File: src/rtl/sdr_dsp_pkg.sv
// sdr_dsp_pkg: shared constants and helpers for the SDR DSP blocks.
//   state_t    : sample-processing FSM states of ssb_agc_demod
//   GAIN_*     : AGC gain limits and the gain loaded at reset (Q8.8)
//   Q88_FRAC   : fractional bit count of the Q8.8 gain format
//   mag16      : magnitude of a signed 16-bit sample, |-32768| -> 32767
package sdr_dsp_pkg;

   typedef enum logic [1:0] {
      IDLE    = 2'd0,
      COMBINE = 2'd1,
      SCALE   = 2'd2,
      AGC_UPD = 2'd3
   } state_t;

   localparam logic [15:0] GAIN_MIN   = 16'h0001;
   localparam logic [15:0] GAIN_MAX   = 16'hFFFF;
   localparam logic [15:0] GAIN_RESET = 16'h0100;

   localparam int unsigned Q88_FRAC = 8;

   function automatic logic [15:0] mag16(input logic signed [15:0] x);
      if (x == 16'sh8000) begin
         return 16'h7FFF;
      end
      else if (x[15]) begin
         return ~x + 16'd1;
      end
      else begin
         return x;
      end
   endfunction

endpackage

File: src/rtl/sat_signed.sv
// sat_signed: saturate a signed IN_W-bit value to signed OUT_W bits.
//   din  : signed input, IN_W bits
//   dout : signed output, OUT_W bits, clamped to the OUT_W-bit range
module sat_signed #(
   parameter int unsigned IN_W  = 33,
   parameter int unsigned OUT_W = 32
) (
   input  logic signed [IN_W-1:0]  din,
   output logic signed [OUT_W-1:0] dout
);

   // Value fits when every bit from the output sign bit upward matches.
   logic [IN_W-OUT_W:0] upper;

   always_comb begin
      upper = din[IN_W-1:OUT_W-1];
      if ((upper == '0) || (upper == '1)) begin
         dout = din[OUT_W-1:0];
      end
      else if (din[IN_W-1]) begin
         dout = {1'b1, {(OUT_W-1){1'b0}}};
      end
      else begin
         dout = {1'b0, {(OUT_W-1){1'b1}}};
      end
   end

endmodule

File: src/rtl/ssb_agc_demod.sv
// ssb_agc_demod: SSB demodulator (I-Q for USB, I+Q for LSB) with Q8.8 gain
// scaling and an envelope-following AGC. One sample in flight at a time.
//   clk, rst      : clock, synchronous active-high reset
//   I_in, Q_in    : signed 32-bit input samples, qualified by data_valid
//   sideband      : 0 = USB, 1 = LSB
//   agc_enable    : 1 = AGC drives the gain, 0 = manual_gain (Q8.8) used
//   attack_shift, decay_shift, target_level : envelope / AGC controls
//   audio_out     : signed 16-bit audio, qualified by audio_valid pulse
//   gain_out      : current gain register (Q8.8)
//   busy          : sample being processed
//   overrun       : sticky, set when data_valid arrives while busy
module ssb_agc_demod #(
   parameter logic [15:0] GAIN_MIN   = sdr_dsp_pkg::GAIN_MIN,
   parameter logic [15:0] GAIN_MAX   = sdr_dsp_pkg::GAIN_MAX,
   parameter logic [15:0] GAIN_RESET = sdr_dsp_pkg::GAIN_RESET
) (
   input  logic               clk,
   input  logic               rst,
   input  logic signed [31:0] I_in,
   input  logic signed [31:0] Q_in,
   input  logic               data_valid,
   input  logic               sideband,
   input  logic               agc_enable,
   input  logic [15:0]        manual_gain,
   input  logic [3:0]         attack_shift,
   input  logic [3:0]         decay_shift,
   input  logic [14:0]        target_level,
   output logic signed [15:0] audio_out,
   output logic               audio_valid,
   output logic [15:0]        gain_out,
   output logic               busy,
   output logic               overrun
);

   import sdr_dsp_pkg::*;

   state_t             state_q, state_d;
   logic signed [31:0] i_q, i_d, q_q, q_d;
   logic               sb_q, sb_d;
   logic signed [31:0] comb_q, comb_d;
   logic [15:0]        wgain_q, wgain_d;
   logic signed [15:0] scaled_q, scaled_d;
   logic signed [15:0] audio_q, audio_d;
   logic               av_q, av_d;
   logic [15:0]        env_q, env_d;
   logic [15:0]        gain_q, gain_d;
   logic               ovr_q, ovr_d;

   logic signed [32:0] sum33;
   logic signed [31:0] comb_sat;
   logic signed [48:0] comb_ext, gain_ext, prod, scaled_wide;
   logic signed [15:0] scaled_sat;
   logic [15:0]        mag, env_next;

   // Datapath feeding the saturators.
   always_comb begin
      sum33       = sb_q ? (33'(i_q) + 33'(q_q)) : (33'(i_q) - 33'(q_q));
      comb_ext    = 49'(comb_q);
      gain_ext    = {33'd0, wgain_q};
      prod        = comb_ext * gain_ext;
      scaled_wide = (prod >>> Q88_FRAC) >>> 16;
   end

   sat_signed #(.IN_W(33), .OUT_W(32)) u_sat_comb (
      .din  (sum33),
      .dout (comb_sat)
   );

   sat_signed #(.IN_W(49), .OUT_W(16)) u_sat_audio (
      .din  (scaled_wide),
      .dout (scaled_sat)
   );

   // Envelope follows the sample being emitted this AGC_UPD cycle.
   always_comb begin
      mag = mag16(scaled_q);
      if (mag > env_q) begin
         env_next = env_q + ((mag - env_q) >> attack_shift);
      end
      else begin
         env_next = env_q - (env_q >> decay_shift);
      end
   end

   always_comb begin
      state_d  = state_q;
      i_d      = i_q;
      q_d      = q_q;
      sb_d     = sb_q;
      comb_d   = comb_q;
      wgain_d  = wgain_q;
      scaled_d = scaled_q;
      audio_d  = audio_q;
      av_d     = 1'b0;
      env_d    = env_q;
      gain_d   = gain_q;
      ovr_d    = ovr_q;

      if (data_valid && (state_q != IDLE)) begin
         ovr_d = 1'b1;
      end

      // Manual mode tracks manual_gain continuously so the AGC resumes from it.
      if (!agc_enable) begin
         gain_d = manual_gain;
      end

      case (state_q)
         IDLE: begin
            if (data_valid) begin
               i_d     = I_in;
               q_d     = Q_in;
               sb_d    = sideband;
               state_d = COMBINE;
            end
         end
         COMBINE: begin
            comb_d  = comb_sat;
            wgain_d = agc_enable ? gain_q : manual_gain;
            state_d = SCALE;
         end
         SCALE: begin
            scaled_d = scaled_sat;
            state_d  = AGC_UPD;
         end
         AGC_UPD: begin
            audio_d = scaled_q;
            av_d    = 1'b1;
            env_d   = env_next;
            if (agc_enable) begin
               if (env_next > {1'b0, target_level}) begin
                  gain_d = (gain_q <= GAIN_MIN) ? GAIN_MIN : gain_q - 16'd1;
               end
               else if (env_next < {2'b00, target_level[14:1]}) begin
                  gain_d = (gain_q >= GAIN_MAX) ? GAIN_MAX : gain_q + 16'd1;
               end
            end
            state_d = IDLE;
         end
         default: state_d = IDLE;
      endcase
   end

   always_ff @(posedge clk) begin
      if (rst) begin
         state_q  <= IDLE;
         i_q      <= '0;
         q_q      <= '0;
         sb_q     <= 1'b0;
         comb_q   <= '0;
         wgain_q  <= '0;
         scaled_q <= '0;
         audio_q  <= '0;
         av_q     <= 1'b0;
         env_q    <= '0;
         gain_q   <= GAIN_RESET;
         ovr_q    <= 1'b0;
      end
      else begin
         state_q  <= state_d;
         i_q      <= i_d;
         q_q      <= q_d;
         sb_q     <= sb_d;
         comb_q   <= comb_d;
         wgain_q  <= wgain_d;
         scaled_q <= scaled_d;
         audio_q  <= audio_d;
         av_q     <= av_d;
         env_q    <= env_d;
         gain_q   <= gain_d;
         ovr_q    <= ovr_d;
      end
   end

   assign audio_out   = audio_q;
   assign audio_valid = av_q;
   assign gain_out    = gain_q;
   assign busy        = (state_q != IDLE);
   assign overrun     = ovr_q;

endmodule

File: config.mk
export PLATFORM = sky130hd
export DESIGN_NAME = ssb_agc_demod
export DESIGN_NICKNAME = d
export VERILOG_FILES = /design/src/rtl/sdr_dsp_pkg.sv /design/src/rtl/sat_signed.sv /design/src/rtl/ssb_agc_demod.sv
export SDC_FILE = /design/constraint.sdc
export NUM_CORES = 2
export LEC_CHECK = 0
export CAP_MARGIN = 0
export CORE_UTILIZATION = 45
export CTS_CLUSTER_SIZE = 40
export DETAILED_ROUTE_END_ITERATION = 12
export DONT_BUFFER_PORTS = 1
export PLACE_DENSITY = 0.71
export SYNTH_ARGS = -nofsm -noshare
export SYNTH_HDL_FRONTEND = slang
export SYNTH_SLANG_ARGS = --single-unit
File: constraint.sdc
create_clock -name clk -period 14.6 [get_ports clk]
set_input_delay 1.46 -clock clk [delete_from_list [all_inputs] [get_ports clk]]
set_output_delay 1.46 -clock clk [all_outputs]
set_load 0.03 [all_outputs]
# After elaboration in Yosys (flattened, before gate mapping)
# Index checks and enable logic that the tools add are counted.
word_totals:
  ff_bits: 181
  in_bits: 108
  out_inout_bits: 35
  word_cells: 62
classes:
  add_sub_neg: 8
  mul: 1
  n_lt_le_gt_ge: 5
  n_eq_ne: 7
  shift: 2
  mux: 18
  n_bitwise: 1
  reduce_logical: 8
ops:
  columns: ["op", "count"]
  rows:
  - ["two-way mux 16 bit", 12]
  - ["two-way mux 32 bit", 2]
  - ["multiplier 32 x 17 -> 49 bit", 1]
  - ["equality test 34 bit (second input constant)", 1]
  - ["logical NOT 34 bit", 1]
  - ["adder 32 x 32 -> 33 bit", 1]
  - ["two-way mux 33 bit", 1]
  - ["subtractor 32 x 32 -> 33 bit", 1]
  - ["adder 16 x 1 -> 16 bit (second input constant)", 2]
  - ["right shift 16 x 4 -> 16 bit", 2]
  - ["subtractor 16 bit", 2]
  - ["adder 16 bit", 1]
  - ["equality test 16 bit (second input constant)", 1]
  - [">= comparator 16 bit (second input constant)", 1]
  - ["greater-than comparator 16 x 15 -> 1 bit", 1]
  - ["greater-than comparator 16 bit", 1]
  - ["<= comparator 16 x 1 -> 1 bit (second input constant)", 1]
  - ["< comparator 16 x 14 -> 1 bit", 1]
  - ["NOT 16 bit", 1]
  - ["subtractor 16 x 1 -> 16 bit (second input constant)", 1]
  - ["case mux 2 bit (4 select lines)", 1]
  - ["equality test 2 bit (second input constant)", 3]
  - ["logical NOT 2 bit", 2]
  - ["equality test 2 x 1 -> 1 bit (second input constant)", 1]
  - ["7 further kinds", 8]

# Longest topological paths before layout
depth:
  ltp_word: 13
  depth_mapped: 50
  ltp_nobuf: 47

# Hierarchy
# A second synthesis with hierarchy kept.
unflattened:
  hier_cells: 3818
  hier_area_um2: 31585.3
modules_own_cells:
  columns: ["module", "n_inst", "cells_per_inst", "area_each_um2", "seq_area_each_um2"]
  rows:
  - ["ssb_agc_demod", 1, 3700, 30917.2, 3623.5]
  - ["sat_signed (u_sat_comb)", 1, 73, 340.3, 0.0]
  - ["sat_signed (u_sat_audio)", 1, 45, 327.8, 0.0]

# Least setup slack after synthesis
# Ideal clock, no wire load.
synth_path:
  path_kind: "register to register"
  startpoint: "register scaled_q[6]"
  endpoint: "register gain_q[1] (netlist: gain_out[1])"
  setup_ps: 96
  arrival_time_ps: 8795
  required_ps: 14504
  path_slack_ps: 5710
  path_stages_with_launch: 45
  path_buffers: 2
  period_less_slack_ps: 8890
  cell_sequence: "dfxtp_1 or4_1 nor3_1 nand2_1 or2_2 clkbuf_1 nand2_1 ha_1 nor2b_1 o221a_2 o31a_1 a221oi_4 xnor2_1 a221o_1 or2_2 a21boi_0 ha_1 mux2_2 [9 not listed] xor2_1 ha_1 a21o_1 a21oi_1 nor2b_1 o21ai_0 nand2b_1 a21oi_1 o31ai_1 a21oi_1 nand2b_1 nor4_1 a2111o_1 or2_1 buf_6 mux2i_1 a221oi_1 o41ai_2"
synth_between:
  elab_chain_len: 13
  word_cells_on_any_way: 16
  classes_between: "add/sub: 3; order compare: 3; eq/ne: 1; shift: 1; mux: 7; bitwise: 1"
synth_lines:
  columns: ["item", "line", "rtl"]
  rows:
  - ["start: declaration", "ssb_agc_demod.sv:42", "logic signed [15:0] scaled_q, scaled_d;"]
  - ["start signal: assignment", "ssb_agc_demod.sv:166", "scaled_q <= scaled_d;"]
  - ["NOT 16 bit", "sdr_dsp_pkg.sv:26", "return ~x + 16'd1;"]
  - ["adder 16 x 1 -> 16 bit", "sdr_dsp_pkg.sv:26", null]
  - ["two-way mux 16 bit", "sdr_dsp_pkg.sv:25", "else if (x[15]) begin"]
  - ["two-way mux 16 bit *", "sdr_dsp_pkg.sv:22", "if (x == 16'sh8000) begin"]
  - ["subtractor 16 bit", "ssb_agc_demod.sv:78", "env_next = env_q + ((mag - env_q) >> attack_shift);"]
  - ["right shift 16 x 4 -> 16 bit", "ssb_agc_demod.sv:78", null]
  - ["adder 16 bit", "ssb_agc_demod.sv:78", null]
  - ["two-way mux 16 bit *", "ssb_agc_demod.sv:77", "if (mag > env_q) begin"]
  - ["named net env_next[9]", "ssb_agc_demod.sv:53", "logic [15:0] mag, env_next;"]
  - ["< comparator 16 x 14 -> 1 bit", "ssb_agc_demod.sv:134", "else if (env_next < {2'b00, target_level[14:1]}) begin"]
  - ["two-way mux 16 bit", "ssb_agc_demod.sv:134", null]
  - ["two-way mux 16 bit *", "ssb_agc_demod.sv:131", "if (env_next > {1'b0, target_level}) begin"]
  - ["two-way mux 16 bit *", "ssb_agc_demod.sv:130", "if (agc_enable) begin"]
  - ["two-way mux 16 bit *", "ssb_agc_demod.sv:108", "case (state_q)"]
  - ["end signal: assignment", "ssb_agc_demod.sv:170", "gain_q <= gain_d;"]
  - ["end: declaration", "ssb_agc_demod.sv:46", "logic [15:0] gain_q, gain_d;"]
# The timed path passes the listed nets; every way through them passes the cells marked *.
# A chain may end at the register's enable or synchronous reset.

# Worst setup path in the final report
layout_path:
  startpoint: "register scaled_q[15]"
  endpoint: "register gain_q[1] (netlist: gain_out[1])"
# Same word-level chain as after synthesis.

==> results.json <==
{
  "grt_use_total": 0.249,
  "slew_viol_final": 0,
  "cts_made_buffers": 17,
  "nets": 4574,
  "clockRootBuffer": "clkbuf_16",
  "clock_sinks": 181,
  "cts_tree": "yes",
  "max_freq_mhz": 94.3,
  "num-fill-cells": 6772,
  "post-cts-setup-buffer-count": 0,
  "grt_antenna_before_repair": 0,
  "synth.top_cell.area_share": 0.306,
  "fp.dieArea_um2": 72200,
  "fp-row-count": 97,
  "critPathBufInv": 2,
  "drc": 0,
  "syn_inst": 3917,
  "wl_per_cell_um": 18.5,
  "yosysSeqAreaShare": 0.113,
  "yosysTopAreaCell": "fa_1",
  "clk_latency_ns": 0.49,
  "max_slew_margin": 0.192,
  "die_h_um": 269,
  "via_count": 26500,
  "critPathSlowestCell": "dfxtp_1",
  "timing.hold.ws_ns": 0.461,
  "ff_latch_area_um2": 3630,
  "gp_congestion": 0.923,
  "syn2layout_area_growth_pct": 4.06,
  "period_needed_ns": 10.60,
  "coreArea_um2": 70300,
  "async_flop_share": 0,
  "clock_path_buffers": 2,
  "drv_cap": 0,
  "io_pins": 143,
  "dp_hpwl_um": 66600,
  "yosys_register_bits": 181,
  "critPathMaxStageDelay_ns": 0.72,
  "worst_pin_slew_ns": 1.21,
  "cts.clk_slew.worst_paths_ns": 0.09,
  "grt_max_degree": 163,
  "htree_levels": 4,
  "n_antenna_cell": 0,
  "crit_required_ns": 14.97,
  "synthFlopType": "dfxtp_1",
  "crit_type": "reg2reg",
  "finalCritPeriodShare": 0.726,
  "multiInputGateArea_um2": 25400,
  "ff2ff_setup_slack_ns": 4.00,
  "syn_area_um2": 32000,
  "first_iter_violations": 1792,
  "fin_tns_setup_ns": 0,
  "syn_avg_cell_area_um2": 8.18,
  "antenna_left": 0,
  "worst_setup_path_start_kind": "flip-flop",
  "min_path_type": "reg2reg",
  "status": "finished clean",
  "crit_family": "compound AO/OA/AOI/OAI gates",
  "firstDrtPassIters": 6,
  "grt_pass1_wl_um": 143000,
  "fin_skew_ns": 0.0230,
  "grt-ovfl-total": 0,
  "mappedNetlistNets": 4731,
  "hold_viol_final": 0,
  "ys_warn_count": 0,
  "die_w_um": 269,
  "synth_cell_types": 87,
  "cts_resized": 0,
  "synth.area.top_cells": "fa_1, dfxtp_1, ha_1",
  "hold_buffers": 0,
  "worstPathArrival_ns": 10.97,
  "finalWirelength_um": 87000,
  "synth-edff-count": 0,
  "setup_viol": 0,
  "grt_pass1_vias": 26400,
  "worstSetupEndpointType": "flip-flop",
  "port_buffers": 0,
  "vias_per_cell": 5.63,
  "final_layout_size_suffix_gt1_frac": 0.0342,
  "initial_core_util": 0.456,
  "rsz0062_at_grt": "no",
  "cp_max_fo": 19
}
## layout make-up
type,instances,area share
clock buffer,17,0.0128
tap,940,0.0353
clock inverter,15,0.00620
timing repair buffer,35,0.00788
sequential,181,0.109
inverter,602,0.0678
multi-input combinational,2923,0.761
## sequential cells by signal, summed over array words and instances, names as in the netlist
register,cells
audio_valid,1
i_q,32
sb_q,1
audio_out,16
overrun,1
scaled_q,16
wgain_q,16
state_q,2
gain_out,16
comb_q,32
env_q,16
q_q,32
## stage by stage
stage,std cells,setup WS (ns),utilization,instance area (um2)
2_1_floorplan,3917,5.71,-,32000
3_3_place_gp,4681,4.30,0.465,32700
3_5_place_dp,4681,4.08,0.465,32700
4_1_cts,4713,4.07,0.474,33300
5_1_grt,4713,3.21,0.474,33300
6_report,4713,4.00,0.474,33300
## cells in the final DEF (no fill, tap or decap), drive strengths merged, types with 15 or more instances in the layout
master | netlist | layout
buf | 15 | 35
o221a | 19 | 19
and3 | 20 | 20
mux2i | 87 | 87
nand2b | 26 | 26
nor3 | 49 | 49
nor2b | 28 | 28
fa | 490 | 490
nor2 | 235 | 235
nand4 | 21 | 21
or3 | 17 | 17
xor2 | 71 | 71
inv | 601 | 610
o31ai | 15 | 15
a21o | 51 | 51
clkbuf | 196 | 17
nand2 | 602 | 602
dfxtp | 181 | 181
o21a | 22 | 22
a211oi | 82 | 82
nand3 | 40 | 40
o21ai | 98 | 98
a31oi | 19 | 19
a21oi | 216 | 216
ha | 216 | 216
xnor2 | 76 | 76
o211ai | 18 | 18
and2 | 200 | 200
## metal layers
| metal | share of wire | track usage |
|---|---|---|
| met1 | 0.43 | 0.339 |
| met2 | 0.47 | 0.400 |
| met3 | 0.068 | 0.0436 |
| met4 | 0.031 | 0.0832 |
| met5 | 0 | 0 |
## logic make-up (layout without fill, tap and decap cells)
logic type / after synthesis / in the layout / share of synthesized area
muxes: 96 / 96 / 0.0311
adders and majority gates: 707 / 707 / 0.391
AOI/OAI and AO/OA: 679 / 679 / 0.142
xor gates and xnor gates: 147 / 147 / 0.0402
and+or+nand+nor: 1294 / 1294 / 0.186
DFF: 181 / 181 / 0.113
buffers and inverters: 813 / 669 / 0.0958
## synthesized netlist by cell type, drive strengths merged, types with 51 or more instances
cell	number
nand2	602
inv	601
fa	490
nor2	235
a21oi	216
ha	216
and2	200
clkbuf	196
dfxtp	181
o21ai	98
mux2i	87
a211oi	82
xnor2	76
xor2	71
a21o	51
## path summary, 6_finish.rpt
check / startpoint / end / depth (start not counted)
worst max-delay path: scaled_q[15]$_SDFFE_PP0P_ / gain_out[1]$_SDFF_PP0_ / 37
worst min-delay path: i_q[5]$_SDFFE_PP0P_ / i_q[5]$_SDFFE_PP0P_ / 2
worst max register to register: scaled_q[15]$_SDFFE_PP0P_ / gain_out[1]$_SDFF_PP0_ / 37
worst min register to register: i_q[5]$_SDFFE_PP0P_ / i_q[5]$_SDFFE_PP0P_ / 2
## worst min-delay path, delay by kind of cell, from the launching register on
family,cells,cell delay [ns]
AOI/OAI and AO/OA,1,0.05
DFF,1,0.32
and+or+nand+nor,1,0.05
Power is not shown: default switching activity piles up to over one toggle a cycle in this logic, so the estimate is an artifact.
